--- src/rtl/snake_pkg.sv ---
// Purpose : shared phase encodings for the snake datapath sequencer.
// Latency : n/a (types and constants only).
// Backpr. : n/a.
// Imported by game_scheduler, tick_timer, key_control and the debug/VGA overlay.
package snake_pkg;

  localparam int PHASE_W = 3;

  typedef enum logic [PHASE_W-1:0] {
    PH_IDLE      = 3'd0,
    PH_RESTART   = 3'd1,
    PH_WAIT_TICK = 3'd2,
    PH_MOVE      = 3'd3,
    PH_FIELD     = 3'd4,
    PH_CHECK     = 3'd5,
    PH_APPLE     = 3'd6,
    PH_OVER      = 3'd7
  } phase_e;

  // Stages that wait on a datapath done strobe and are guarded by the watchdog.
  function automatic logic is_busy(input phase_e ph);
    return (ph == PH_MOVE) || (ph == PH_FIELD) || (ph == PH_CHECK) || (ph == PH_APPLE);
  endfunction

endpackage

--- src/rtl/stage_watchdog.sv ---
// Purpose : per-stage cycle counter; flags a stage that has run TIMEOUT_CLK cycles.
// Latency : expired is combinational on the counter, high in the TIMEOUT_CLK-th enabled cycle.
// Backpr. : none; clr has priority over counting.
// Ports   : clk, rst (sync, active-high), clr (restart count), en (count this cycle),
//           expired (count has reached TIMEOUT_CLK-1 while enabled).
module stage_watchdog #(
  parameter int TIMEOUT_CLK = 4096
) (
  input  logic clk,
  input  logic rst,
  input  logic clr,
  input  logic en,
  output logic expired
);

  localparam int CNT_W = $clog2(TIMEOUT_CLK);
  localparam logic [CNT_W-1:0] CNT_MAX = CNT_W'(TIMEOUT_CLK - 1);

  logic [CNT_W-1:0] r_cnt;

  always_ff @(posedge clk) begin
    if (rst) begin
      r_cnt <= '0;
    end else if (clr) begin
      r_cnt <= '0;
    end else if (en && (r_cnt != CNT_MAX)) begin
      r_cnt <= r_cnt + CNT_W'(1);
    end
  end

  assign expired = en && (r_cnt == CNT_MAX);

endmodule

--- src/rtl/game_scheduler.sv ---
// Purpose : sequences each game tick as move -> field -> check -> optional apple;
//           owns start/restart, pause, score, dropped-tick count and stage watchdog.
// Latency : every output registered; step pulses appear 1 cycle after the causing strobe.
// Backpr. : none; ticks arriving while a step is in flight are dropped and counted.
// Ports   : tick/start_key/pause_key from timer and keys; *_done + dead/grow from datapath;
//           restart/move_step/field_step/check_req pulses, apple_req level, score,
//           tick_overrun, paused, stage_err (sticky), phase (state code).
module game_scheduler
  import snake_pkg::*;
#(
  parameter int TIMEOUT_CLK = 4096,
  parameter int SCORE_W     = 16,
  parameter int OVR_W       = 8
) (
  input  logic               clk,
  input  logic               rst,
  input  logic               tick,
  input  logic               start_key,
  input  logic               pause_key,
  input  logic               move_done,
  input  logic               field_done,
  input  logic               apple_done,
  input  logic               check_done,
  input  logic               dead,
  input  logic               grow,
  output logic               restart,
  output logic               move_step,
  output logic               field_step,
  output logic               check_req,
  output logic               apple_req,
  output logic [SCORE_W-1:0] score,
  output logic [OVR_W-1:0]   tick_overrun,
  output logic               paused,
  output logic               stage_err,
  output logic [PHASE_W-1:0] phase
);

  phase_e             r_state;
  logic               r_restart;
  logic               r_move_step;
  logic               r_field_step;
  logic               r_check_req;
  logic               r_apple_req;
  logic [SCORE_W-1:0] r_score;
  logic [OVR_W-1:0]   r_ovr;
  logic               r_paused;
  logic               r_stage_err;

  phase_e w_state_nxt;
  logic   w_timeout;
  logic   w_expired;
  logic   w_wd_clr;
  logic   w_grow_ev;
  logic   w_drop;
  logic   w_pause_tog;

  // Counter restarts whenever a new state is entered; a fresh RESTART also
  // re-arms it even though RESTART -> RESTART is not a state change.
  assign w_wd_clr = (w_state_nxt != r_state) || start_key;

  stage_watchdog #(
    .TIMEOUT_CLK(TIMEOUT_CLK)
  ) u_watchdog (
    .clk    (clk),
    .rst    (rst),
    .clr    (w_wd_clr),
    .en     (is_busy(r_state)),
    .expired(w_expired)
  );

  always_comb begin
    w_state_nxt = r_state;
    w_timeout   = 1'b0;
    if (start_key) begin
      w_state_nxt = PH_RESTART;
    end else if (w_expired) begin
      w_state_nxt = PH_OVER;
      w_timeout   = 1'b1;
    end else begin
      case (r_state)
        PH_RESTART:   w_state_nxt = PH_APPLE;
        PH_WAIT_TICK: if (tick && !r_paused) w_state_nxt = PH_MOVE;
        PH_MOVE:      if (move_done)  w_state_nxt = PH_FIELD;
        PH_FIELD:     if (field_done) w_state_nxt = PH_CHECK;
        PH_CHECK: begin
          if (check_done) begin
            // dead outranks grow: a fatal move never scores
            if (dead)      w_state_nxt = PH_OVER;
            else if (grow) w_state_nxt = PH_APPLE;
            else           w_state_nxt = PH_WAIT_TICK;
          end
        end
        PH_APPLE:     if (apple_done) w_state_nxt = PH_WAIT_TICK;
        default:      w_state_nxt = r_state;
      endcase
    end
  end

  assign w_grow_ev   = !start_key && !w_expired && (r_state == PH_CHECK)
                       && check_done && !dead && grow;
  assign w_drop      = tick && (is_busy(r_state) || (r_state == PH_RESTART));
  assign w_pause_tog = pause_key && (is_busy(r_state) || (r_state == PH_WAIT_TICK));

  always_ff @(posedge clk) begin
    if (rst) begin
      r_state      <= PH_IDLE;
      r_restart    <= 1'b0;
      r_move_step  <= 1'b0;
      r_field_step <= 1'b0;
      r_check_req  <= 1'b0;
      r_apple_req  <= 1'b0;
      r_score      <= '0;
      r_ovr        <= '0;
      r_paused     <= 1'b0;
      r_stage_err  <= 1'b0;
    end else begin
      r_state      <= w_state_nxt;
      // Each RESTART cycle is itself a fresh restart request
      r_restart    <= (w_state_nxt == PH_RESTART);
      r_move_step  <= (w_state_nxt == PH_MOVE)  && (r_state != PH_MOVE);
      r_field_step <= (w_state_nxt == PH_FIELD) && (r_state != PH_FIELD);
      r_check_req  <= (w_state_nxt == PH_CHECK) && (r_state != PH_CHECK);
      r_apple_req  <= (w_state_nxt == PH_APPLE);
      if (start_key) begin
        // Cleared on the way into RESTART so the restart cycle already shows zeros
        r_score     <= '0;
        r_ovr       <= '0;
        r_paused    <= 1'b0;
        r_stage_err <= 1'b0;
      end else begin
        if (w_timeout) r_stage_err <= 1'b1;
        if (w_grow_ev && (r_score != '1)) r_score <= r_score + SCORE_W'(1);
        if (w_drop && (r_ovr != '1))      r_ovr   <= r_ovr + OVR_W'(1);
        if (w_pause_tog)                  r_paused <= !r_paused;
      end
    end
  end

  assign restart      = r_restart;
  assign move_step    = r_move_step;
  assign field_step   = r_field_step;
  assign check_req    = r_check_req;
  assign apple_req    = r_apple_req;
  assign score        = r_score;
  assign tick_overrun = r_ovr;
  assign paused       = r_paused;
  assign stage_err    = r_stage_err;
  assign phase        = r_state;

endmodule

--- config.mk ---
export PLATFORM = sky130hd
export DESIGN_NAME = game_scheduler
export DESIGN_NICKNAME = d
export VERILOG_FILES = /design/src/rtl/snake_pkg.sv /design/src/rtl/stage_watchdog.sv /design/src/rtl/game_scheduler.sv
export SDC_FILE = /design/constraint.sdc
export NUM_CORES = 1
export LEC_CHECK = 0
export BUFFER_PORTS_ARGS = -buffer_cell sky130_fd_sc_hd__buf_2
export CAP_MARGIN = 20
export CORE_ASPECT_RATIO = 0.5
export CORE_MARGIN = 2
export CORE_UTILIZATION = 40
export DETAILED_ROUTE_END_ITERATION = 7
export PLACE_DENSITY = 0.71
export SLEW_MARGIN = 20
export SYNTH_ARGS = -nofsm -noshare
export SYNTH_HDL_FRONTEND = slang
export SYNTH_HIERARCHICAL = 1
export SYNTH_SLANG_ARGS = --single-unit
--- constraint.sdc ---
create_clock -name clk -period 2.9 [get_ports clk]
set_clock_uncertainty 0.2 [all_clocks]
set_input_delay 0.435 -clock clk [delete_from_list [all_inputs] [get_ports clk]]
set_output_delay 0.435 -clock clk [all_outputs]
set_load 0.03 [all_outputs]
==> impl_metrics.json, run 1 <==
{
  "run_status": "finished, final reports clean",
  "power_leakage_nw": 1.10,
  "tritoncts_buffers": 5,
  "worst_ep_arrival_time_ns": 2.79,
  "critPathKind": "flop to flop",
  "mostFrequentLayoutCell": "sky130_fd_sc_hd__buf_2",
  "final_min_period_over_clock_period_pct": 95.8,
  "detail_route.iter0.violations": 135,
  "finalHoldWorstSlack_ns": 0.267,
  "post-place-cells": 416,
  "cap_violations": 0,
  "insertion_delay_ns": 0.29,
  "antennaDiodeCount": 0,
  "grt_setup_unrepaired": "false",
  "synth_area_mm2": 0.00250,
  "via_per_inst": 5.88,
  "remaining_drc_errors": 0,
  "max_slew_margin_pct": 46.2,
  "drt-wirelength-per-cell_um": 14.5,
  "totalWireLength_um": 6140,
  "flip_flop_and_latch_count_after_synthesis": 46,
  "fp.dieH_um": 59.9,
  "post_synthesis_sequential_area_ratio_pct": 36.8,
  "timing_hold_violations_final": 0,
  "fmax_ghz": 0.360,
  "timing_worst_slew_pin_value_ns": 0.805,
  "power.density_mw_per_mm2": 432,
  "switching_share_pct": 23.5,
  "crit_path_max_fanout": 10,
  "nets": 349,
  "cts-root-to-sink-buffers": 2,
  "die_w_um": 116,
  "clock-root-buffer": "sky130_fd_sc_hd__clkbuf_16",
  "critical-path-top-delay-family": "simple AND/OR/NAND/NOR gates",
  "num-fill-cells": 586,
  "io_pins": 45,
  "postSynthAreaPerCell_um2": 8.56,
  "final_cell_mix": "44 x sky130_fd_sc_hd__buf_2, 42 x sky130_fd_sc_hd__dfxtp_1, 22 x sky130_fd_sc_hd__nor2_1",
  "internal_power_uw": 989,
  "clock_transition_at_path_regs_ns": 0.06,
  "synth.top_cell.area_share_pct": 36.8,
  "synth_area_leader_cell": "sky130_fd_sc_hd__dfxtp_1",
  "p_seq_share_pct": 49.7,
  "switching_power_uw": 304,
  "postRouteAntennaNets": 0,
  "1st_pass_router_iterations": 4,
  "worst_setup_path_end_kind": "flop",
  "grt-ovfl-total": 0,
  "power.clock.fraction_pct": 42.6,
  "netlist-cell-type-count": 60,
  "place_worst_setup_slack_ns": 0.103,
  "crit_slowest_cell": "sky130_fd_sc_hd__or4_4",
  "ir_worst_vdd_mv": 0.233,
  "initial_utilization_pct": 41.3,
  "initial_antenna_violation_count": 0,
  "synth_flop_cell": "sky130_fd_sc_hd__dfxtp_1",
  "path_buf_inv": 0,
  "report.final.slew_viol_count": 0,
  "postSynthNetCount": 306,
  "cp_data_required_time_ns": 2.91,
  "grt_pass1_wl_um": 9950,
  "post_layout_nonfiller_instances": 424,
  "period_needed_ns": 2.78,
  "grt_use_total_pct": 17.9,
  "grt_start_max_net_pins": 22,
  "share_of_post_route_cells_with_drive_strength_above_1_pct": 25.6,
  "die_area_mm2": 0.00694,
  "top_cells_by_area_synth": "sky130_fd_sc_hd__dfxtp_1 37%, sky130_fd_sc_hd__a21oi_1 3.6%, sky130_fd_sc_hd__nor2_1 3.5%",
  "tns_ns": 0,
  "critical_path.max_stage_delay_ns": 0.56,
  "combinational_cell_fraction_of_total_power_pct": 7.7,
  "num_rows": 20,
  "syn-instance-count": 292,
  "cts_tree": "done",
  "report.final.setup_viol": 0,
  "floorplan.core_area_mm2": 0.00606,
  "crit_chain": "and3_1 -> nand2b_1 -> nor3_4 -> or4b_4 -> or4_4 -> or4_1 -> a21oi_1",
  "ctsHtreeMaxLevel": 2,
  "via_count_of_the_first_global_routing_pass": 2294,
  "setup_slack_ns": 0.121,
  "detailroute.via_count": 2491,
  "synth_async_sr_flop_share_pct": 0,
  "dp_hpwl_um": 4360,
  "port-buffer-count": 44,
  "cts.sink_count": 46,
  "number_of_enable_type_register_cells_in_the_synthesized_netlist": 0,
  "ys_warn_count": 6,
  "flow.area_growth_from_synthesis_pct": 19.8,
  "place_congestion": 0.925,
  "timing.hold.worst.class": "flop to flop",
  "crit_path_start_kind": "flop"
}
stage by stage:
stage	total power [mW]	utilization, %	cell area, um^2
2_1_floorplan	0.729	-	2570
3_3_place_gp	0.753	47.0	2850
3_5_place_dp	0.755	47.0	2850
4_1_cts	1.30	49.3	2990
5_1_grt	1.34	49.4	2990
6_report	1.29	49.4	2990
sequential cells by signal, indices dropped and copies added, names as in the netlist:
name,flops
phase,3
stage_err,1
score,16
tick_overrun,8
check_req,1
restart,1
paused,1
apple_req,1
u_watchdog/r_cnt,12
move_step,1
field_step,1
area by class of cell:
cell class / count / area [um^2] / area share [%]
Multi-Input combinational cell: 226 / 1530 / 51.0
Clock inverter: 2 / 10.0 / 0.334
Timing Repair Buffer: 50 / 265 / 8.86
Sequential cell: 46 / 931 / 31.1
Tap cell: 88 / 110 / 3.68
Clock buffer: 6 / 129 / 4.30
Inverter: 6 / 22.5 / 0.752
synth_stat cells (all sizes together) (4+ instances only):
| cell type | number |
|---|---|
| nor3 | 4 |
| and3 | 6 |
| nor4 | 10 |
| clkbuf | 10 |
| nor2 | 23 |
| o21ai | 10 |
| dfxtp | 46 |
| nand3 | 17 |
| nand2 | 22 |
| or2 | 5 |
| inv | 6 |
| or3 | 11 |
| or4 | 11 |
| a211oi | 5 |
| nand4 | 12 |
| mux2i | 8 |
| a21oi | 18 |
| o31ai | 8 |
| buf | 4 |
logic make-up (layout without fill, tap and decap cells):
logic type | Yosys count | in the layout | synth area share (%)
compound gates | 68 | 68 | 19.3
xor+xnor | 4 | 4 | 1.40
fa+ha+maj | 3 | 3 | 1.50
buf+inv | 20 | 64 | 3.90
flops | 46 | 46 | 36.8
mux | 8 | 8 | 3.20
simple gates | 143 | 143 | 33.9
repair_timing:
| action | CTS | global route |
|---|---|---|
| setup endpoints to repair | 0 | 4 |
| hold buffers | 0 | 0 |
| buffers inserted | 0 | 0 |
| gates resized for setup | 0 | 3 |
power by group through the flow:
| stage | sequential [mW] | combinational, mW | clock [mW] |
|---|---|---|---|
| final | 0.643 | 0.0999 | 0.551 |
| after global routing | 0.644 | 0.108 | 0.585 |
| after CTS | 0.643 | 0.0984 | 0.563 |
| after detailed placement | 0.657 | 0.0978 | 0 |
| after global placement | 0.657 | 0.0960 | 0 |
| after floorplan | 0.666 | 0.0639 | 0 |
routing by layer:
| layer | track usage [%] | routed length [um] | vias up |
|---|---|---|---|
| li1 | - | - | 1219 |
| met1 | 21.3 | 2770 | 1193 |
| met2 | 32.8 | 3030 | 71 |
| met3 | 4.36 | 264 | 8 |
| met4 | 5.27 | 70 | 0 |
| met5 | 0 | 0 | - |
final timing paths:
kind	from	to	slack [ns]	depth (start not counted)
hold / removal	stage_err	stage_err	0.27	2
setup reg to reg	u_watchdog/r_cnt[8]	score[12]	0.12	7
setup / recovery	u_watchdog/r_cnt[8]	score[12]	0.12	7
hold reg to reg	stage_err	stage_err	0.27	2
worst min-delay path, stage by stage (launching register included):
cell,delay [ns]
sky130_fd_sc_hd__dfxtp_1,0.32
sky130_fd_sc_hd__nor2_1,0.05
sky130_fd_sc_hd__nor2_1,0.07
Power figures use the tool's default switching activity.
==> run 2, diff against run 1 <==
--- a/config.mk
+++ b/config.mk
@@ -11,7 +11,9 @@
 export CORE_MARGIN = 2
 export CORE_UTILIZATION = 40
 export DETAILED_ROUTE_END_ITERATION = 7
+export HOLD_SLACK_MARGIN = 0.02
 export PLACE_DENSITY = 0.71
+export RECOVER_POWER = 50
 export SLEW_MARGIN = 20
 export SYNTH_ARGS = -nofsm -noshare
 export SYNTH_HDL_FRONTEND = slang
==> impl_metrics.json, run 2 (synthesis results as in run 1) <==
{
  "ir_worst_vdd_mv": 0.234,
  "final_min_period_over_clock_period_pct": 95.4,
  "die_area_mm2": 0.00694,
  "area_of_all_placed_cells_without_fillers_mm2": 0.00295,
  "power.density_mw_per_mm2": 439,
  "timing_worst_slew_pin_value_ns": 0.802,
  "1st_pass_router_iterations": 4,
  "tns_ns": 0,
  "fp.dieH_um": 59.9,
  "crit_path_start_kind": "flop",
  "floorplan.core_area_mm2": 0.00606,
  "run_status": "finished, final reports clean",
  "dpl_cell_area_mm2": 0.00285,
  "postRouteAntennaNets": 0,
  "post_cts_hold_buffer_count": 0,
  "report.final.setup_viol": 0,
  "max_slew_margin_pct": 46.3,
  "worst_setup_path_end_kind": "flop",
  "insertion_delay_ns": 0.29,
  "final_core_utilization_pct": 48.8,
  "clock_transition_at_path_regs_ns": 0.06,
  "power_leakage_nw": 0.961,
  "cp_data_required_time_ns": 2.92,
  "period_needed_ns": 2.77,
  "remaining_drc_errors": 0,
  "timing_hold_violations_final": 0,
  "critPathKind": "flop to flop",
  "totalPowerFinal_mw": 1.30,
  "final_cell_mix": "42 x sky130_fd_sc_hd__dfxtp_1, 34 x sky130_fd_sc_hd__clkbuf_1, 22 x sky130_fd_sc_hd__nor2_1",
  "cts_tree": "done",
  "grt-ovfl-total": 0,
  "crit_path_max_fanout": 10,
  "grt_use_total_pct": 17.9,
  "tritoncts_buffers": 5,
  "via_per_inst": 5.85,
  "fmax_ghz": 0.362,
  "worst_ep_arrival_time_ns": 2.78,
  "drt-wirelength-per-cell_um": 14.6,
  "report.final.slew_viol_count": 0,
  "place_worst_setup_slack_ns": 0.103,
  "initial_utilization_pct": 41.3,
  "totalWireLength_um": 6190,
  "timing.hold.worst.class": "flop to flop",
  "clock-root-buffer": "sky130_fd_sc_hd__clkbuf_16",
  "antennaDiodeCount": 0,
  "num_rows": 20,
  "grt_pass1_wl_um": 9950,
  "grt_start_max_net_pins": 22,
  "mostFrequentLayoutCell": "sky130_fd_sc_hd__dfxtp_1",
  "cap_violations": 0,
  "detailroute.via_count": 2480,
  "cts-root-to-sink-buffers": 2,
  "detail_route.iter0.violations": 170,
  "flow.area_growth_from_synthesis_pct": 18.1,
  "dp_hpwl_um": 4360,
  "place_congestion": 0.925,
  "via_count_of_the_first_global_routing_pass": 2294,
  "die_w_um": 116,
  "initial_antenna_violation_count": 0,
  "cts.sink_count": 46,
  "share_of_post_route_cells_with_drive_strength_above_1_pct": 15.8,
  "grt_setup_unrepaired": "false",
  "io_pins": 45,
  "setup_slack_ns": 0.135,
  "ctsHtreeMaxLevel": 2,
  "nets": 349,
  "port-buffer-count": 44,
  "number_of_flip_flops_in_the_largest_register": 16
}
[run 2: metal layers]
| layer | vias up | GRT usage (%) | wire, um |
|---|---|---|---|
| li1 | 1219 | - | - |
| met1 | 1200 | 21.3 | 2790 |
| met2 | 57 | 32.8 | 3110 |
| met3 | 4 | 4.36 | 242 |
| met4 | 0 | 5.27 | 50 |
| met5 | - | 0 | 0 |
[run 2: final cells by class]
class                      instances  area (um^2)
clock buffer                       6          129
timing repair buffer              50          224
sequential                        46          931
inverter                           6         22.5
fill                             607         3100
multi-input combinational        226         1530
tap                               88          110
clock inverter                     2         10.0
[run 2: worst paths after layout]
path                             from  slack, ns  cells past startpoint   endpoint
setup / recovery  u_watchdog/r_cnt[8]       0.13                      7  score[12]
setup reg to reg  u_watchdog/r_cnt[8]       0.13                      7  score[12]
hold reg to reg             stage_err       0.27                      2  stage_err
hold / removal              stage_err       0.27                      2  stage_err
[run 2: repair_timing]
item                                    in CTS  in global routing
gates resized for setup                      0                  3
buffers inserted                             0                  0
endpoints found under the setup margin       0                  4
[run 2: power by group]
part	switching [mW]	internal (mW)	total (mW)
registers	0.00669	0.636	0.643
clock network	0.238	0.317	0.555
logic	0.0634	0.0352	0.0985
total	0.308	0.988	1.30
[run 2: worst max-delay path: stages (launching register included)]
cell,delay [ns]
sky130_fd_sc_hd__dfxtp_1,0.35
sky130_fd_sc_hd__and3_1,0.23
sky130_fd_sc_hd__nand2b_1,0.15
sky130_fd_sc_hd__nor3_4,0.07
sky130_fd_sc_hd__or4b_4,0.52
sky130_fd_sc_hd__or4_4,0.56
sky130_fd_sc_hd__or4_1,0.49
sky130_fd_sc_hd__a21oi_1,0.13
[run 2: per-stage QoR]
step / hold WS (ns) / cells
after floorplan: 0.281 / 292
final: 0.271 / 424
after global placement: 0.252 / 416
after CTS: 0.266 / 424
after detailed placement: 0.261 / 416
after global routing: 0.295 / 424
